===== src/rtl/fetch_pkg.sv =====
// Shared types and constants for the instruction-fetch stage and the IF/ID register.
package fetch_pkg;

    localparam int unsigned XLEN = 32;
    localparam logic [XLEN-1:0] INSTR_NOP = 32'h0000_0013;
    localparam logic [XLEN-1:0] PC_STEP = 32'd4;

    typedef enum logic {
        FS_RUN,
        FS_HOLD
    } fetch_state_e;

    typedef struct packed {
        logic [XLEN-1:0] instr;
        logic [XLEN-1:0] pc;
        logic            valid;
    } fetch_pkt_t;

    // Clear the byte-offset bits so every fetch address is word aligned.
    function automatic logic [XLEN-1:0] align_pc(input logic [XLEN-1:0] pc);
        return pc & ~32'h0000_0003;
    endfunction

endpackage


===== src/rtl/fetch_skid.sv =====
// One-entry hold buffer with RUN/HOLD FSM. Captures the word on the memory bus when
// decode stalls, presents it until accepted, and masks the output during redirects.
module fetch_skid
    import fetch_pkg::*;
(
    input  logic        clk_i,
    input  logic        rst_ni,
    input  logic        stall_i,
    input  logic        redirect_i,
    input  logic [31:0] rsp_instr_i,
    input  logic [31:0] rsp_pc_i,
    input  logic        rsp_vld_i,
    output logic        valid_o,
    output logic [31:0] instr_o,
    output logic [31:0] pc_o
);

    fetch_state_e    state_q, state_d;
    logic [XLEN-1:0] hold_q, hold_d;
    logic [XLEN-1:0] hold_pc_q, hold_pc_d;
    fetch_pkt_t      pkt;

    // FSM and hold register next state; redirect discards any held entry.
    always_comb begin
        state_d   = state_q;
        hold_d    = hold_q;
        hold_pc_d = hold_pc_q;
        if (redirect_i) begin
            state_d   = FS_RUN;
            hold_d    = '0;
            hold_pc_d = '0;
        end else begin
            unique case (state_q)
                FS_RUN: begin
                    // Bubbles are never buffered: only a valid word is worth holding.
                    if (stall_i && rsp_vld_i) begin
                        hold_d    = rsp_instr_i;
                        hold_pc_d = rsp_pc_i;
                        state_d   = FS_HOLD;
                    end
                end
                FS_HOLD: begin
                    if (!stall_i) begin
                        state_d = FS_RUN;
                    end
                end
                default: state_d = FS_RUN;
            endcase
        end
    end

    // State registers with asynchronous reset.
    always_ff @(posedge clk_i or negedge rst_ni) begin
        if (!rst_ni) begin
            state_q   <= FS_RUN;
            hold_q    <= '0;
            hold_pc_q <= '0;
        end else begin
            state_q   <= state_d;
            hold_q    <= hold_d;
            hold_pc_q <= hold_pc_d;
        end
    end

    // Output mux: live memory response in RUN, held entry in HOLD; NOP whenever invalid.
    always_comb begin
        pkt.instr = rsp_instr_i;
        pkt.pc    = rsp_pc_i;
        pkt.valid = rsp_vld_i;
        if (state_q == FS_HOLD) begin
            pkt.instr = hold_q;
            pkt.pc    = hold_pc_q;
            pkt.valid = 1'b1;
        end
        if (redirect_i) begin
            pkt.valid = 1'b0;
        end
        valid_o = pkt.valid;
        instr_o = pkt.valid ? pkt.instr : INSTR_NOP;
        pc_o    = pkt.pc;
    end

endmodule


===== src/rtl/ifetch_unit.sv =====
// Instruction-fetch initiator: generates the PC for a 1-cycle synchronous-read memory,
// tracks which PC the returning word belongs to, and hands words to decode via a skid.
module ifetch_unit
    import fetch_pkg::*;
#(
    parameter logic [31:0] RESET_PC   = 32'h0000_0000,
    parameter int unsigned IMEM_BYTES = 16384
) (
    input  logic        clk_i,
    input  logic        rst_ni,
    input  logic        stall_i,
    input  logic        redirect_i,
    input  logic [31:0] redirect_pc_i,
    output logic [31:0] imem_addr_o,
    input  logic [31:0] imem_data_i,
    output logic        valid_o,
    output logic [31:0] instr_o,
    output logic [31:0] pc_o,
    output logic [31:0] pc_plus4_o,
    output logic        fetch_err_o
);

    // Highest PC whose full word lies inside the instruction memory.
    localparam logic [XLEN-1:0] ERR_LIMIT = XLEN'(IMEM_BYTES - 32'd4);

    logic [XLEN-1:0] pc_q, pc_d;
    logic [XLEN-1:0] rsp_pc_q, rsp_pc_d;
    logic            rsp_vld_q, rsp_vld_d;

    // PC generation. Under stall the address is held in both FSM states, so the memory
    // keeps re-reading pc_q and the word for pc_q is on the bus when the stall lifts.
    always_comb begin
        pc_d      = pc_q;
        rsp_pc_d  = rsp_pc_q;
        rsp_vld_d = rsp_vld_q;
        if (redirect_i) begin
            pc_d      = align_pc(redirect_pc_i);
            rsp_vld_d = 1'b0;
        end else if (!stall_i) begin
            rsp_pc_d  = pc_q;
            rsp_vld_d = 1'b1;
            pc_d      = pc_q + PC_STEP;
        end
    end

    // PC and response-tracking registers with asynchronous reset.
    always_ff @(posedge clk_i or negedge rst_ni) begin
        if (!rst_ni) begin
            pc_q      <= align_pc(RESET_PC);
            rsp_pc_q  <= '0;
            rsp_vld_q <= 1'b0;
        end else begin
            pc_q      <= pc_d;
            rsp_pc_q  <= rsp_pc_d;
            rsp_vld_q <= rsp_vld_d;
        end
    end

    assign imem_addr_o = pc_q;

    fetch_skid u_skid (
        .clk_i       (clk_i),
        .rst_ni      (rst_ni),
        .stall_i     (stall_i),
        .redirect_i  (redirect_i),
        .rsp_instr_i (imem_data_i),
        .rsp_pc_i    (rsp_pc_q),
        .rsp_vld_i   (rsp_vld_q),
        .valid_o     (valid_o),
        .instr_o     (instr_o),
        .pc_o        (pc_o)
    );

    // Link value and out-of-range flag derived from the delivered PC.
    always_comb begin
        pc_plus4_o  = pc_o + PC_STEP;
        fetch_err_o = valid_o && (pc_o > ERR_LIMIT);
    end

endmodule


===== config.mk =====
export PLATFORM = sky130hd
export DESIGN_NAME = ifetch_unit
export DESIGN_NICKNAME = d
export VERILOG_FILES = /design/src/rtl/fetch_pkg.sv /design/src/rtl/fetch_skid.sv /design/src/rtl/ifetch_unit.sv
export SDC_FILE = /design/constraint.sdc
export NUM_CORES = 1
export LEC_CHECK = 0
export BUFFER_PORTS_ARGS = -buffer_cell sky130_fd_sc_hd__buf_2
export CAP_MARGIN = 20
export CORE_MARGIN = 4
export CORE_UTILIZATION = 54
export CTS_BUF_LIST = sky130_fd_sc_hd__clkbuf_16
export DETAILED_ROUTE_END_ITERATION = 12
export HOLD_SLACK_MARGIN = 0.02
export PLACE_DENSITY_LB_ADDON = 0.08
export SETUP_SLACK_MARGIN = 0.4
export SYNTH_ARGS = -nofsm -noshare
export SYNTH_HDL_FRONTEND = slang
export SYNTH_SLANG_ARGS = --single-unit

===== constraint.sdc =====
create_clock -name clk_i -period 4.85 [get_ports clk_i]
set_input_delay 0.2425 -clock clk_i [delete_from_list [all_inputs] [get_ports clk_i]]
set_output_delay 0.2425 -clock clk_i [all_outputs]
set_load 0.01 [all_outputs]

; ---- Word-level counts from Yosys, hierarchy flattened
; Cells that the tools add are included.
[word_totals]
ff_bits = 130
output_inout_bits = 130
wordCells = 36
[op_classes]
addsub = 2
magnitude_cmp = 1
n_eq_ne = 2
n_mux = 17
bitwise = 3
reduce_logical = 5
[op_table]
columns = operator, n
row1 = 32-bit two-way mux, 9
row2 = 65-bit two-way mux, 1
row3 = 32-bit by 3-bit adder with 32-bit output (second input constant), 2
row4 = 32-bit by 14-bit greater-than comparator with 1-bit output (second input constant), 1
row5 = 1-bit two-way mux, 6
row6 = 2-bit AND reduction, 2
row7 = 1-bit NOT, 3
row8 = 1-bit logical AND, 2
row9 = 2-bit by 1-bit != test with 1-bit output (second input constant), 1
row10 = 2-bit != test (second input constant), 1
row11 = 1-bit one-hot mux with 2 select lines, 1
row12 = 2-bit nonzero test, 1

; ---- Depth between registers and ports, before layout
[logic_depth]
ltp_word = 4
ltp_mapped = 13
ltp_nobuf = 8

; ---- Modules after synthesis
; Synthesis repeated with hierarchy kept, for this count alone.
[unflattened]
hier_cells = 791
area_unflattened_um2 = 7731.2
[by_module_without_submodules]
columns = module, n_inst, cells_per_inst, area_each_um2
row1 = fetch_skid, 1, 428, 4229.1
row2 = ifetch_unit, 1, 363, 3502.1

; ---- Least setup slack after synthesis
; Ideal clock, no wire load.
[synth_path]
path_type = reg-to-output
startpoint = reg u_skid.state_q
endpoint = out pc_plus4_o[20]
arrival_ns = 2.588
required_ns = 4.608
path_slack_ns = 2.019
path_stages_with_launch = 14
n_path_buf = 5
cell_sequence = dfrtp_1 buf_6 buf_2 buf_2 buf_2 mux2i_1 inv_1 ha_1 nand4_1 o22ai_1 and2_1 clkbuf_1 nand3_1 xnor2_1
[synth_via]
elab_chain_cells = 2
[synth_lines]
columns = element, line_no
row1 = start: declaration, fetch_skid.sv:18  ; fetch_state_e state_q, state_d;
row2 = start signal: assignment, fetch_skid.sv:59  ; state_q <= state_d;
row3 = 65-bit two-way mux, fetch_skid.sv:70  ; if (state_q == FS_HOLD) begin
row4 = net pc_o[2], ifetch_unit.sv:18  ; output logic [31:0] pc_o,
row5 = 32-bit by 3-bit adder with 32-bit output, ifetch_unit.sv:76  ; pc_plus4_o = pc_o + PC_STEP;
row6 = end: declaration, ifetch_unit.sv:19  ; output logic [31:0] pc_plus4_o,
; The timed path passes the listed nets, and every way through them passes these cells.

; ---- Worst setup path in the final report
[layout_path]
startpoint = reg u_skid.state_q
endpoint = out pc_plus4_o[26]
[layout_via]
elab_chain_cells = 2
[layout_lines]
columns = element, line_no
row1 = 65-bit two-way mux, fetch_skid.sv:70
row2 = 32-bit by 3-bit adder with 32-bit output, ifetch_unit.sv:76
; No other way between the ends.

==> results.json <==
{
  "outcome": "finished with violations",
  "violations": "negative hold slack",
  "max-vdd-ir-drop_uv": 252,
  "placed_cell_area_sq_um": 7880,
  "finalCritPeriodShare": 0.764,
  "path_buf_inv": 2,
  "hold_class": "in -> async",
  "row_count": 40,
  "r2r_slack_ns": 2.35,
  "cts_tree": "built",
  "drt_pre_antenna_iters": 5,
  "ys.flop_type": "dfrtp_1",
  "h-tree-depth": 4,
  "worstPathMaxFanout": 75,
  "cp_num_cells": 7,
  "drc": 0,
  "finClkSkew_ns": 0.00718,
  "cts_setup_buffers": 0,
  "yosys.cell_types.count": 48,
  "fin_cells": 1035,
  "crit-reg2reg-launch": "u_skid.state_q",
  "reg2regPathDepth": 4,
  "synthesis.area_sq_um": 6850,
  "drtIter0Drc": 393,
  "tns_ns": 0,
  "synth_xor_area_frac": 0.0716,
  "io_pins": 198,
  "wirelength_um": 17600,
  "cp_slowest_cell": "dfrtp_4",
  "gp_congestion": 0.849,
  "synth_mux_area_frac": 0.0891,
  "hold_viol_final": 7,
  "synth_top_cell_by_area": "dfrtp_1",
  "cts.clk_slew.worst_paths_ns": 0.06,
  "crit_family": "flip-flops",
  "core-area_sq_um": 12200,
  "r2r-end": "u_skid.hold_q[19]",
  "synth.area.top_cells": "dfrtp_1 (46%), mux2_2 (7.9%), a22o_1 (7.7%), xor2_1 (4.9%), nor2b_1 (3.5%)",
  "avgViaCountPerCell": 5.62,
  "required_ns": 4.61,
  "drv_cap": 0,
  "seqPwrFrac": 0.411,
  "synthAdderAreaFrac": 0.00365,
  "nets": 924,
  "worstMarginPinSlew_ns": 1.02,
  "startpoint_type": "register",
  "initial_utilization": 0.561,
  "design_area_sq_um": 8450,
  "dieArea_sq_um": 14500,
  "cts_resized": 0,
  "post-route-util": 0.692,
  "grtUsageTotal": 0.246,
  "fin_ws_ns": 1.14,
  "fin_crit_ns": 3.71,
  "antenna_found_initial": 0,
  "setup_violations": 0,
  "crit_start": "u_skid.state_q",
  "cellPowerDensity_nw_per_um2": 369,
  "grt_first_pass_wirelength_um": 28700,
  "grt_max_degree": 78,
  "yosys.area_share.simple": 0.189,
  "p_sw_frac": 0.303,
  "arrival_ns": 3.46,
  "cts.sinks": 125,
  "path_class": "reg -> out",
  "dpl.hpwl_um": 12400,
  "n_antenna_cell": 0,
  "power_switching_mw": 0.945,
  "cts_hold_buf": 0,
  "cts_buffer_depth": 2,
  "crit_chain": "buf_4 > nand4_1 > a22oi_1 > nand4_2 > nor3b_2 > xnor2_1 > buf_2",
  "overflow": 0,
  "combPwrFrac": 0.199,
  "total_leakage_power_nw": 4.05,
  "slew_violations": 0,
  "die_w_um": 121,
  "synth_cells": 682,
  "vias": 5815,
  "synth-seq-cells": 125,
  "holdWs_ns": -0.0186,
  "drive_gt1_frac": 0.344,
  "yosysSeqAreaShare": 0.457,
  "ys_warn_count": 0,
  "dp_slack_ns": 1.58,
  "die_h_um": 121,
  "slew_headroom": 0.319,
  "placed_cells": 1003,
  "routedWlPerCell_um": 17.0,
  "area_delta_synth_final_pct": 23.4,
  "grt_pass1_vias": 5540,
  "port_buffers": 193,
  "fmax_ghz": 0.270,
  "synth-compound-area-share": 0.149,
  "ctsRootBufferMaster": "clkbuf_16",
  "synth_edf_count": 0,
  "rsz0062_at_grt": "no",
  "async_flop_share": 1.00,
  "pwr-share-clk": 0.390,
  "synth.top_cell.area_share": 0.457,
  "syn_avg_cell_area_sq_um": 10.0,
  "cts-buffers-inserted": 17,
  "intPower_mw": 2.17,
  "cp_slowest_stage_delay_ns": 0.94,
  "antenna_left": 0,
  "synth_top_family_by_area": "simple AND/OR/NAND/NOR gates",
  "insertion_delay_ns": 0.41,
  "end_kind": "primary output"
}
## power by group through the flow
stage / Clock (mW) / Combinational (mW) / Sequential [mW]
after floorplan: 0 / 0.389 / 1.25
after global placement: 0 / 0.610 / 1.29
after detailed placement: 0 / 0.623 / 1.29
after CTS: 1.24 / 0.627 / 1.28
after global routing: 1.29 / 0.683 / 1.30
final: 1.22 / 0.621 / 1.28
## registers in the layout (all words and copies together), names as in the netlist
name	cells
imem_addr_o	30
rsp_vld_q	1
u_skid.hold_pc_q	31
u_skid.hold_q	32
u_skid.state_q	1
rsp_pc_q	30
## metrics by stage
stage	hold slack, ns	power [mW]
finish	-0.0186	3.12
global placement	0.448	1.90
CTS	0.0229	3.14
floorplan	-0.0531	1.64
global route	0.0376	3.27
detailed placement	0.453	1.92
## layout make-up
type,instances,area (sq um)
clock buffer,17,425
clock inverter,15,150
fill,1010,3760
inverter,11,41.3
multi-input combinational,499,3460
sequential,125,3130
tap,168,210
timing repair buffer,200,1030
## metal layers
metal | vias to the layer above | routed length [um] | share of wire | GRT usage
met3 | 17 | 1170 | 0.066 | 0.0557
met1 | 2797 | 8430 | 0.48 | 0.371
met5 | - | 0 | 0 | 0
met2 | 214 | 7840 | 0.44 | 0.360
li1 | 2787 | - | - | -
met4 | 0 | 171 | 0.0097 | 0.0602
## cell usage in the layout (no fill, tap or decap), types with 5 or more instances in the layout
cell type,instances
a21oi_1,38
a22o_1,60
a22oi_1,5
and3_1,7
buf_2,192
buf_4,7
clkbuf_16,17
clkinvlp_4,6
dfrtp_1,124
inv_1,11
mux2_2,48
mux2i_1,7
nand2_1,56
nand3_1,30
nand3b_1,6
nand4_1,15
nand4b_1,7
nor2_1,42
nor2b_1,38
nor3_1,6
nor4_1,5
o21ai_0,36
xnor2_1,18
xor2_1,38
## worst max-delay path by stage
stage                           to  slack (ns)
CTS                 pc_plus4_o[28]        1.15
detailed placement  pc_plus4_o[28]        1.58
finish              pc_plus4_o[26]        1.14
floorplan           pc_plus4_o[20]        2.02
global placement    pc_plus4_o[28]        1.71
global route        pc_plus4_o[25]        0.77
## cells in the mapped netlist, types with 2 or more instances
master      n
nor2_1     45
and3_1      7
nand3_1    30
nor3b_2     3
a21o_1      2
mux2i_1     7
nand4_2     2
buf_1       2
dfrtp_1   125
nand2_1    56
xor2_1     38
inv_1      11
nand4b_1    7
o21ai_0    36
nor3_1      6
a22o_1     60
ha_1        2
nand4_1    15
nor2b_1    38
mux2_2     48
nor4_4      2
xnor2_1    18
nor4_1      5
clkbuf_1   29
a22oi_1     5
and2_1      3
a21oi_1    38
buf_2       8
or4_1       2
nand3b_1    6
a32o_1      2
buf_6       4
buf_4       5
## cells by family after synthesis
| logic type | count (synthesis) |
|---|---|
| adders and majority gates | 2 |
| other | 1 |
| muxes | 55 |
| xor gates and xnor gates | 56 |
| AOI/OAI and AO/OA | 148 |
| buffers and inverters | 59 |
| and+or+nand+nor | 236 |
| DFF | 125 |
(Power assumes the default switching activity.)
